===== src/rtl/wb_regfile_if.sv =====
// Writeback and read-port bundle for the register file.
// The master side drives the MEM/WB writeback fields and the read addresses.
// The slave side (the register file) returns the read data.
interface wb_regfile_if;
    // Writeback fields from the MEM/WB pipeline register
    logic        regWrite;
    logic        memOrReg;
    logic        destOrPrivate;
    logic [3:0]  regDestAddress;
    logic [15:0] dataRes;
    logic [15:0] data;

    // Read addresses
    logic [2:0]  readAddr1;
    logic [2:0]  readAddr2;
    logic [1:0]  privAddr;

    // Read results
    logic [15:0] readData1;
    logic [15:0] readData2;
    logic [15:0] privData;
    logic [15:0] wbData;
    logic [15:0] sp;

    modport master (
        output regWrite, memOrReg, destOrPrivate, regDestAddress, dataRes, data,
        output readAddr1, readAddr2, privAddr,
        input  readData1, readData2, privData, wbData, sp
    );

    modport slave (
        input  regWrite, memOrReg, destOrPrivate, regDestAddress, dataRes, data,
        input  readAddr1, readAddr2, privAddr,
        output readData1, readData2, privData, wbData, sp
    );
endinterface


===== src/rtl/wb_regfile.sv =====
// Register file for the writeback stage.
// It holds eight general registers R0-R7 and four private registers P0-P3.
// P0 is the stack pointer and resets to 16'h07FE.
// Reads are combinational.
// A write in progress is forwarded to any read port of the same bank that
// addresses the same register, so a read sees the new value in the write cycle.
module wb_regfile (
    input  logic         clk,
    input  logic         rst,
    wb_regfile_if.slave  bus
);
    localparam logic [15:0] SP_RESET = 16'h07FE;

    logic [15:0] genRegs  [8];
    logic [15:0] privRegs [4];

    logic [15:0] wbSel;
    logic        genWrite;
    logic        privWrite;
    logic [7:0]  genWe;
    logic [3:0]  privWe;

    // The upper destination bits are meaningless for the banks; this keeps them visibly sunk
    logic        unusedAddrBits;
    assign unusedAddrBits = bus.regDestAddress[3];

    // Writeback value select: load data or ALU result
    always_comb begin
        wbSel = bus.memOrReg ? bus.data : bus.dataRes;
    end

    assign genWrite  = bus.regWrite && !bus.destOrPrivate;
    assign privWrite = bus.regWrite &&  bus.destOrPrivate;

    // One-hot write enables; at most one register in either bank is selected
    genvar gi;
    generate
        for (gi = 0; gi < 8; gi++) begin : genDecode
            assign genWe[gi] = genWrite && (bus.regDestAddress[2:0] == 3'(gi));
        end
        for (gi = 0; gi < 4; gi++) begin : privDecode
            assign privWe[gi] = privWrite && (bus.regDestAddress[1:0] == 2'(gi));
        end
    endgenerate

    // Register array update; reset wins over any concurrent write
    always_ff @(posedge clk) begin
        if (rst) begin
            for (int i = 0; i < 8; i++) genRegs[i] <= '0;
            privRegs[0] <= SP_RESET;
            for (int i = 1; i < 4; i++) privRegs[i] <= '0;
        end else begin
            for (int i = 0; i < 8; i++) if (genWe[i])  genRegs[i]  <= wbSel;
            for (int i = 0; i < 4; i++) if (privWe[i]) privRegs[i] <= wbSel;
        end
    end

    // Read ports with same-bank write-through; bypass is suppressed during reset
    always_comb begin
        bus.wbData    = wbSel;
        bus.readData1 = genRegs[bus.readAddr1];
        bus.readData2 = genRegs[bus.readAddr2];
        bus.privData  = privRegs[bus.privAddr];
        bus.sp        = privRegs[0];
        if (!rst && genWrite) begin
            if (bus.readAddr1 == bus.regDestAddress[2:0]) bus.readData1 = wbSel;
            if (bus.readAddr2 == bus.regDestAddress[2:0]) bus.readData2 = wbSel;
        end
        if (!rst && privWrite) begin
            if (bus.privAddr == bus.regDestAddress[1:0]) bus.privData = wbSel;
            if (bus.regDestAddress[1:0] == 2'd0)         bus.sp       = wbSel;
        end
    end
endmodule


===== src/flat_wrapper.sv =====
// flat-port wrapper written by rule: the top's interface ports become plain ports
module wb_regfile_flat 
  (clk, rst, bus_regWrite, bus_memOrReg, bus_destOrPrivate, bus_regDestAddress, bus_dataRes, bus_data, bus_readAddr1, bus_readAddr2, bus_privAddr, bus_readData1, bus_readData2, bus_privData, bus_wbData, bus_sp);
  wb_regfile_if bus_i ();
  input  logic clk;
  input  logic rst;
  input wire logic [$bits(bus_i.regWrite)-1:0] bus_regWrite;
  input wire logic [$bits(bus_i.memOrReg)-1:0] bus_memOrReg;
  input wire logic [$bits(bus_i.destOrPrivate)-1:0] bus_destOrPrivate;
  input wire logic [$bits(bus_i.regDestAddress)-1:0] bus_regDestAddress;
  input wire logic [$bits(bus_i.dataRes)-1:0] bus_dataRes;
  input wire logic [$bits(bus_i.data)-1:0] bus_data;
  input wire logic [$bits(bus_i.readAddr1)-1:0] bus_readAddr1;
  input wire logic [$bits(bus_i.readAddr2)-1:0] bus_readAddr2;
  input wire logic [$bits(bus_i.privAddr)-1:0] bus_privAddr;
  output wire logic [$bits(bus_i.readData1)-1:0] bus_readData1;
  output wire logic [$bits(bus_i.readData2)-1:0] bus_readData2;
  output wire logic [$bits(bus_i.privData)-1:0] bus_privData;
  output wire logic [$bits(bus_i.wbData)-1:0] bus_wbData;
  output wire logic [$bits(bus_i.sp)-1:0] bus_sp;
  assign bus_i.regWrite = bus_regWrite;
  assign bus_i.memOrReg = bus_memOrReg;
  assign bus_i.destOrPrivate = bus_destOrPrivate;
  assign bus_i.regDestAddress = bus_regDestAddress;
  assign bus_i.dataRes = bus_dataRes;
  assign bus_i.data = bus_data;
  assign bus_i.readAddr1 = bus_readAddr1;
  assign bus_i.readAddr2 = bus_readAddr2;
  assign bus_i.privAddr = bus_privAddr;
  assign bus_readData1 = bus_i.readData1;
  assign bus_readData2 = bus_i.readData2;
  assign bus_privData = bus_i.privData;
  assign bus_wbData = bus_i.wbData;
  assign bus_sp = bus_i.sp;
  wb_regfile u_core (.clk(clk), .rst(rst), .bus(bus_i));
endmodule

===== config.mk =====
export PLATFORM = sky130hd
export DESIGN_NAME = wb_regfile_flat
export DESIGN_NICKNAME = d
export VERILOG_FILES = /design/src/rtl/wb_regfile_if.sv /design/src/rtl/wb_regfile.sv /design/src/flat_wrapper.sv
export SDC_FILE = /design/constraint.sdc
export NUM_CORES = 1
export LEC_CHECK = 0
export BUFFER_PORTS_ARGS = -buffer_cell sky130_fd_sc_hd__buf_2
export CELL_PAD_IN_SITES_DETAIL_PLACEMENT = 1
export CELL_PAD_IN_SITES_GLOBAL_PLACEMENT = 2
export CORE_MARGIN = 2
export CORE_UTILIZATION = 35
export DETAILED_ROUTE_END_ITERATION = 7
export PLACE_DENSITY = 0.72
export SYNTH_ARGS = -nofsm -noshare
export SYNTH_HDL_FRONTEND = slang
export SYNTH_SLANG_ARGS = --single-unit

===== constraint.sdc =====
create_clock -name clk -period 2 [get_ports clk]
set_clock_uncertainty 0.05 [all_clocks]
set_input_delay 0.2 -clock clk [delete_from_list [all_inputs] [get_ports clk]]
set_output_delay 0.2 -clock clk [all_outputs]
set_load 0.01 [all_outputs]

==> impl_metrics.json, run 1 <==
{
  "synth_nets": 749,
  "timing.final.crit_share": 1.04,
  "internal_power_uw": 7420,
  "rsz0062_at_grt": "true",
  "grt_remaining_overflow": 0,
  "syn_area_um2": 10300,
  "ys_seq_area_frac": 0.561,
  "cts_num_sinks": 192,
  "async_flop_share": 0,
  "path_class": "flop to output port",
  "grt_pass1_vias": 7307,
  "synthTopCellsByArea": "edfxtp_1 (56%), mux4_2 (18%), mux2i_1 (7.8%)",
  "period_minus_slack_ns": 2.09,
  "wl_um": 29300,
  "p_leak_uw": 0.00486,
  "finalPower_uw": 10000,
  "design_area_um2": 12400,
  "p_clk_frac": 0.350,
  "clk_pin_slew_ns": 0.07,
  "clockBufferDepth": 2,
  "synth-warning-count": 0,
  "wire_per_inst_um": 23.6,
  "worst_slew_pin_slew_ns": 0.554,
  "setup_ws_ns": -0.0865,
  "fp.dieH_um": 175,
  "synth_cells": 700,
  "ys_ff_latch": 192,
  "port_buffers": 127,
  "ys.flop_type": "edfxtp_1",
  "core-area_um2": 28900,
  "synthTopCellsByCount": "edfxtp_1 (192), nor2_1 (145), mux2i_1 (80), mux4_2 (80), buf_2 (35)",
  "first_pass_iters": 5,
  "violations": "negative setup slack",
  "fp.dieArea_um2": 30800,
  "final_util": 0.428,
  "grtUsageMet1": 0.238,
  "end_kind": "output port",
  "drive_gt1_frac": 0.394,
  "hp-class": "input port to flop",
  "timing.slew.headroom": 0.631,
  "seq_power_share": 0.482,
  "grt_max_degree": 31,
  "ios": 129,
  "ir_drop_mv": 0.487,
  "htreeDepth": 4,
  "final-setup-viol-count": 13,
  "layout.nets": 892,
  "vias_per_cell": 5.32,
  "route.detailed.drc": 0,
  "hold_viol": 0,
  "grt_pass1_wl_um": 44000,
  "grtUsageMet2": 0.350,
  "placed_area_um2": 11600,
  "drtIter0Drc": 418,
  "netlist.area_leader.share": 0.561,
  "synth_area_leader_cell": "edfxtp_1",
  "met3_usage": 0.0333,
  "dp_slack_ns": 0.0500,
  "arrival_ns": 1.84,
  "hpwl_um": 21300,
  "status": "finished with violations",
  "cts_tree": "yes",
  "p_per_area_nw_per_um2": 812,
  "max_freq_mhz": 479,
  "power_switching_uw": 2620,
  "grt-busiest-layer": "met2",
  "antenna_cells": 0,
  "ctsRootBufferMaster": "clkbuf_16",
  "synth.distinct_cells": 33,
  "place.gp.congestion": 0.797,
  "synthToLayoutAreaGrowth_pct": 20.1,
  "finalMaxSlewViolations": 0,
  "yosysMostFrequentCell": "edfxtp_1",
  "crit_required_ns": 1.75,
  "pwr-share-comb": 0.168,
  "p_sw_frac": 0.261,
  "crit_path_max_fanout": 2,
  "hold_slack_ns": 0.195,
  "rows": 62,
  "die_x_um": 175,
  "antenna_found_initial": 0,
  "grtUsageTotal": 0.194,
  "cp-startpoint": "u_core.genRegs[3][11]$_SDFFCE_PN0P_",
  "initial_core_util": 0.356,
  "ant_nets": 0,
  "syn_area_per_cell_um2": 14.7,
  "worst_setup_path_start_kind": "flop",
  "via_count": 6594,
  "numCtsBuffers": 17,
  "synth_edf_count": 192,
  "drv_cap": 0,
  "min_from": "bus_dataRes[2]"
}
[metal layers]
layer / vias to the layer above / wire (µm) / part of all wire
met1: 3462 / 12100 / 0.41
met3: 31 / 1460 / 0.050
met4: 0 / 456 / 0.016
li1: 2903 / - / -
met5: - / 0 / 0
met2: 198 / 15300 / 0.52
[placed cells by master, fill, tap and decap left out, types with 7 or more instances in the layout]
cell and instances:
or2_2 7, buf_2 116, buf_6 11, edfxtp_1 192
mux2_4 14, a21o_1 7, nand2b_1 9, mux4_2 80
mux2i_1 76, or2_1 10, nand3_1 13, buf_4 48
o21a_1 10, nor2_1 145, buf_12 14, inv_1 32
clkbuf_16 17
[timing repair]
item / CTS / global route
hold buffers: 0 / 0
gates resized for setup: 7 / 13
pin swaps: 0 / 0
setup buffers: 2 / 1
setup endpoints to repair: 27 / 40
[metrics by stage]
stage / setup TNS [ns] / std cells
2_1_floorplan: 0 / 700
3_3_place_gp: 0 / 1205
3_5_place_dp: 0 / 1205
4_1_cts: -0.935 / 1239
5_1_grt: -1.92 / 1240
6_report: -0.432 / 1240
[flip-flops by register name (all words and copies together) (netlist names)]
name	cells
u_core.privRegs	64
u_core.genRegs	128
[worst max-delay path: stages (launching register included)]
cell	delay, ns
edfxtp_1	0.41
mux4_2	0.50
mux2i_1	0.15
mux2i_1	0.15
buf_2	0.20
[path summary, 6_finish.rpt]
| path | end | slack [ns] | cells after the start |
|---|---|---|---|
| setup / recovery | bus_readData1[11] | -0.09 | 4 |
| hold / removal | u_core.privRegs[0][2]$_SDFFCE_PN1P_ | 0.20 | 3 |
[power by group through the flow]
stage                     registers (µW)  clock network (µW)  logic (µW)
after global routing                4860                3700        1810
after detailed placement            4920                   0        1650
final                               4840                3510        1690
after global placement              4880                   0        1610
after floorplan                     4860                   0        1030
after CTS                           4830                3600        1670
[cells by family after synthesis]
logic type | synth area share
multiplexers | 0.274
AND/OR/NAND/NOR | 0.0950
buffers and inverters | 0.0493
flip-flops | 0.561
XOR/XNOR | 0.00681
AO/OA/AOI/OAI | 0.0141
[cell type report]
class	count	area [µm²]
clock inverters	14	173
fillers	2947	16500
clock buffers	18	429
flip-flops and latches	192	5770
inverters	32	120
multi-input cells	411	4040
well taps	384	480
repair buffers	189	1350
Note: power is estimated with default switching activity, not from simulation.
==> run 2: changes to the inputs <==
--- a/config.mk
+++ b/config.mk
@@ -8,7 +8,7 @@
 export BUFFER_PORTS_ARGS = -buffer_cell sky130_fd_sc_hd__buf_2
 export CELL_PAD_IN_SITES_DETAIL_PLACEMENT = 1
 export CELL_PAD_IN_SITES_GLOBAL_PLACEMENT = 2
-export CORE_MARGIN = 2
+export CORE_MARGIN = 8
 export CORE_UTILIZATION = 35
 export DETAILED_ROUTE_END_ITERATION = 7
 export PLACE_DENSITY = 0.72
==> impl_metrics.json, run 2 (synthesis results as in run 1) <==
{
  "status": "finished with violations",
  "violations": "negative setup slack",
  "ctsRootBufferMaster": "clkbuf_16",
  "worst_setup_path_start_kind": "flop",
  "arrival_ns": 1.83,
  "cp-startpoint": "u_core.genRegs[3][2]$_SDFFCE_PN0P_",
  "core-area_um2": 28900,
  "ir_drop_mv": 0.557,
  "die_x_um": 187,
  "setup_ws_ns": -0.0811,
  "antenna_cells": 0,
  "synthToLayoutAreaGrowth_pct": 20.1,
  "grt_pass1_wl_um": 47000,
  "cp_cell_sequence": "mux4_2 -> mux2i_1 -> mux2i_1 -> buf_2",
  "wl_um": 30900,
  "multi_input_area_um2": 4050,
  "cts_num_sinks": 192,
  "end_kind": "output port",
  "regMostFlops": "u_core.genRegs",
  "ant_nets": 0,
  "via_count": 6652,
  "layout.nets": 898,
  "drive_gt1_frac": 0.391,
  "critPathMostFrequentCell": "mux2i_1",
  "min_from": "bus_dataRes[1]",
  "hp-class": "input port to flop",
  "fill_cells": 2983,
  "period_minus_slack_ns": 2.08,
  "p_leak_uw": 0.00488,
  "grt_remaining_overflow": 0,
  "cts_tree": "yes",
  "wire_per_inst_um": 24.8,
  "cp_slowest_stage_delay_ns": 0.52,
  "top_regs": "u_core.genRegs x128, u_core.privRegs x64",
  "numCtsBuffers": 17,
  "port_buffers": 127,
  "fp.dieArea_um2": 35100,
  "max_freq_mhz": 481,
  "timing.final.crit_share": 1.04,
  "crit_path_max_fanout": 2,
  "clockBufferDepth": 2,
  "finalMaxSlewViolations": 0,
  "final_cell_mix": "edfxtp_1 (192), nor2_1 (145), buf_2 (114), mux4_2 (80), mux2i_1 (78)",
  "drv_cap": 0,
  "first_pass_iters": 4,
  "final-setup-viol-count": 12,
  "p_per_area_nw_per_um2": 806,
  "clk_pin_slew_ns": 0.07,
  "mostFrequentLayoutCell": "edfxtp_1",
  "cpMaxStageDelayCell": "mux4_2",
  "route.detailed.drc": 0,
  "grt_max_degree": 29,
  "place.gp.congestion": 0.793,
  "hold_slack_ns": 0.188,
  "crit_required_ns": 1.75,
  "antenna_found_initial": 1,
  "cp_num_buf_inv": 1,
  "ios": 129,
  "grtUsageTotal": 0.176,
  "path_class": "flop to output port",
  "hpwl_um": 22300,
  "rsz0062_at_grt": "true",
  "vias_per_cell": 5.34,
  "timing.slew.headroom": 0.666,
  "cp_top_family": "multiplexers",
  "regArea_um2": 5770,
  "worst_slew_pin_slew_ns": 0.487,
  "tns_ns": -0.511,
  "fp.dieH_um": 187,
  "htreeDepth": 4,
  "largest_register_ff_count": 128,
  "postCtsHoldBufs": 0,
  "hold_viol": 0,
  "grt_pass1_vias": 7456,
  "initial_core_util": 0.356,
  "rows": 62,
  "drtIter0Drc": 487
}
## run 2: final timing paths
kind	slack, ns	to	cells past startpoint
max	-0.08	bus_readData2[2]	4
min	0.19	u_core.privRegs[0][1]$_SDFFCE_PN1P_	3
## run 2: what timing repair did
action,4_1_cts,5_1_grt
gates cloned,0,0
buffers inserted,1,3
gates resized for setup,5,19
setup endpoints to repair,22,44
## run 2: area by class of cell
cell class / count / area share
clock buffer: 19 / 0.0351
clock inverter: 12 / 0.0109
inverter: 32 / 0.00973
tap: 384 / 0.0389
timing repair buffer: 195 / 0.111
sequential: 192 / 0.467
multi-input combinational: 411 / 0.328
## run 2: power breakdown
| group | switching, µW | internal [µW] |
|---|---|---|
| registers | 130 | 4710 |
| logic | 903 | 823 |
| clock network | 1540 | 1850 |
| total | 2570 | 7380 |
## run 2: stage by stage
stage / power, µW / util / setup slack [ns] / cell area (µm²) / instances
finish: 9950 / 0.428 / -0.0811 / 12300 / 1245
floorplan: 5900 / - / 0.327 / 10300 / 700
CTS: 9990 / 0.424 / -0.101 / 12200 / 1242
global route: 10300 / 0.428 / -0.170 / 12300 / 1245
detailed placement: 6600 / 0.403 / 0.0889 / 11600 / 1210
global placement: 6510 / 0.403 / 0.0992 / 11600 / 1210
## run 2: per-layer routing
metal / global-route usage / routed length, µm
met4: 0.0418 / 481
met2: 0.296 / 15000
met5: 0 / 0
met3: 0.0488 / 2140
met1: 0.223 / 13200
==> run 3: changes to the inputs <==
--- a/config.mk
+++ b/config.mk
@@ -15,3 +15,4 @@
 export SYNTH_ARGS = -nofsm -noshare
 export SYNTH_HDL_FRONTEND = slang
 export SYNTH_SLANG_ARGS = --single-unit
+export TNS_END_PERCENT = 1
==> impl_metrics.json, run 3 (synthesis results as in run 1) <==
{
  "post_cts_buffers": 0,
  "first_pass_iters": 4,
  "rows": 62,
  "port_buffers": 127,
  "die_x_um": 187,
  "p_clk_frac": 0.341,
  "route.detailed.drc": 0,
  "final-setup-viol-count": 12,
  "clockBufferDepth": 2,
  "grt_pass1_vias": 7452,
  "drtIter0Drc": 513,
  "rsz0062_at_grt": "true",
  "grt_remaining_overflow": 0,
  "dp_slack_ns": 0.0889,
  "ir_drop_mv": 0.557,
  "regMostFlops": "u_core.genRegs",
  "power_switching_uw": 2560,
  "hold_slack_ns": 0.189,
  "layout.nets": 894,
  "timing.final.crit_share": 1.04,
  "cts_num_sinks": 192,
  "grt_pass1_wl_um": 47000,
  "p_sw_frac": 0.258,
  "grtUsageTotal": 0.176,
  "p_per_area_nw_per_um2": 808,
  "fp.dieH_um": 187,
  "violations": "negative setup slack",
  "internal_power_uw": 7360,
  "hpwl_um": 22300,
  "drive_gt1_frac": 0.389,
  "period_minus_slack_ns": 2.08,
  "antenna_found_initial": 1,
  "vias_per_cell": 5.35,
  "worst_setup_path_start_kind": "flop",
  "hp-class": "input port to flop",
  "drv_cap": 0,
  "wl_um": 30900,
  "crit_path_max_fanout": 2,
  "hold_viol": 0,
  "place_inst": 1210,
  "cts_tree": "yes",
  "numCtsBuffers": 17,
  "initial_core_util": 0.356,
  "finalMaxSlewViolations": 0,
  "htreeDepth": 4,
  "worst_slew_pin_slew_ns": 0.491,
  "place.gp.congestion": 0.793,
  "timing.slew.headroom": 0.664,
  "mostFrequentLayoutCell": "edfxtp_1",
  "status": "finished with violations",
  "fp.dieArea_um2": 35100,
  "grt_max_degree": 29,
  "ctsRootBufferMaster": "clkbuf_16",
  "p_leak_uw": 0.00484,
  "synthToLayoutAreaGrowth_pct": 19.4,
  "max_freq_mhz": 481,
  "top_regs": "u_core.genRegs x128, u_core.privRegs x64",
  "wire_per_inst_um": 24.9,
  "seq_power_share": 0.488,
  "path_class": "flop to output port",
  "finalPower_uw": 9920,
  "ios": 129,
  "ant_nets": 0,
  "end_kind": "output port",
  "arrival_ns": 1.83,
  "finalNonFillerCells": 1241,
  "final_cell_mix": "edfxtp_1 (192), nor2_1 (145), buf_2 (118), mux4_2 (80), mux2i_1 (78)",
  "clk_pin_slew_ns": 0.07,
  "largest_register_ff_count": 128,
  "crit_required_ns": 1.75,
  "pwr-share-comb": 0.171,
  "setup_ws_ns": -0.0786,
  "via_count": 6637,
  "antenna_cells": 0,
  "postCtsHoldBufs": 0,
  "core-area_um2": 28900
}
run 3: routing by layer:
layer | wire [µm] | part of all wire | vias up | track usage
met5 | 0 | 0 | - | 0
met4 | 446 | 0.014 | 0 | 0.0418
met3 | 2150 | 0.070 | 29 | 0.0487
met2 | 15100 | 0.49 | 245 | 0.296
met1 | 13100 | 0.43 | 3456 | 0.223
li1 | - | - | 2907 | -
run 3: final cells by class:
type	count	area, µm²
flip-flops and latches	192	5770
well taps	384	480
repair buffers	191	1310
clock buffers	19	433
multi-input cells	411	4040
fillers	2983	16600
inverters	32	120
clock inverters	12	135
run 3: final timing paths:
check	from	to	slack, ns	cells past startpoint
setup / recovery	u_core.genRegs[3][2]$_SDFFCE_PN0P_	bus_readData2[2]	-0.08	4
hold / removal	bus_dataRes[1]	u_core.privRegs[0][1]$_SDFFCE_PN1P_	0.19	3
run 3: worst max-delay path: stages (launching register included):
cell and delay, ns:
edfxtp_1 0.44, mux4_2 0.52, mux2i_1 0.19, mux2i_1 0.10, buf_2 0.16
run 3: power groups by stage:
stage                     registers (µW)  logic, µW  clock network [µW]
final                               4840       1700                3380
after global routing                4870       1820                3580
after CTS                           4840       1700                3450
after detailed placement            4930       1670                   0
after global placement              4880       1630                   0
after floorplan                     4860       1030                   0
run 3: metrics by stage:
stage          area (µm²)  utilization  TNS (ns)
6_report            12300        0.426    -0.491
5_1_grt             12300        0.426     -2.66
4_1_cts             12200        0.424    -0.852
3_5_place_dp        11600        0.403         0
3_3_place_gp        11600        0.403         0
2_1_floorplan       10300            -         0
run 3: repair_timing:
action | in CTS | in global routing
resized for setup | 6 | 7
setup endpoints to repair | 22 | 44
pin swaps | 0 | 0
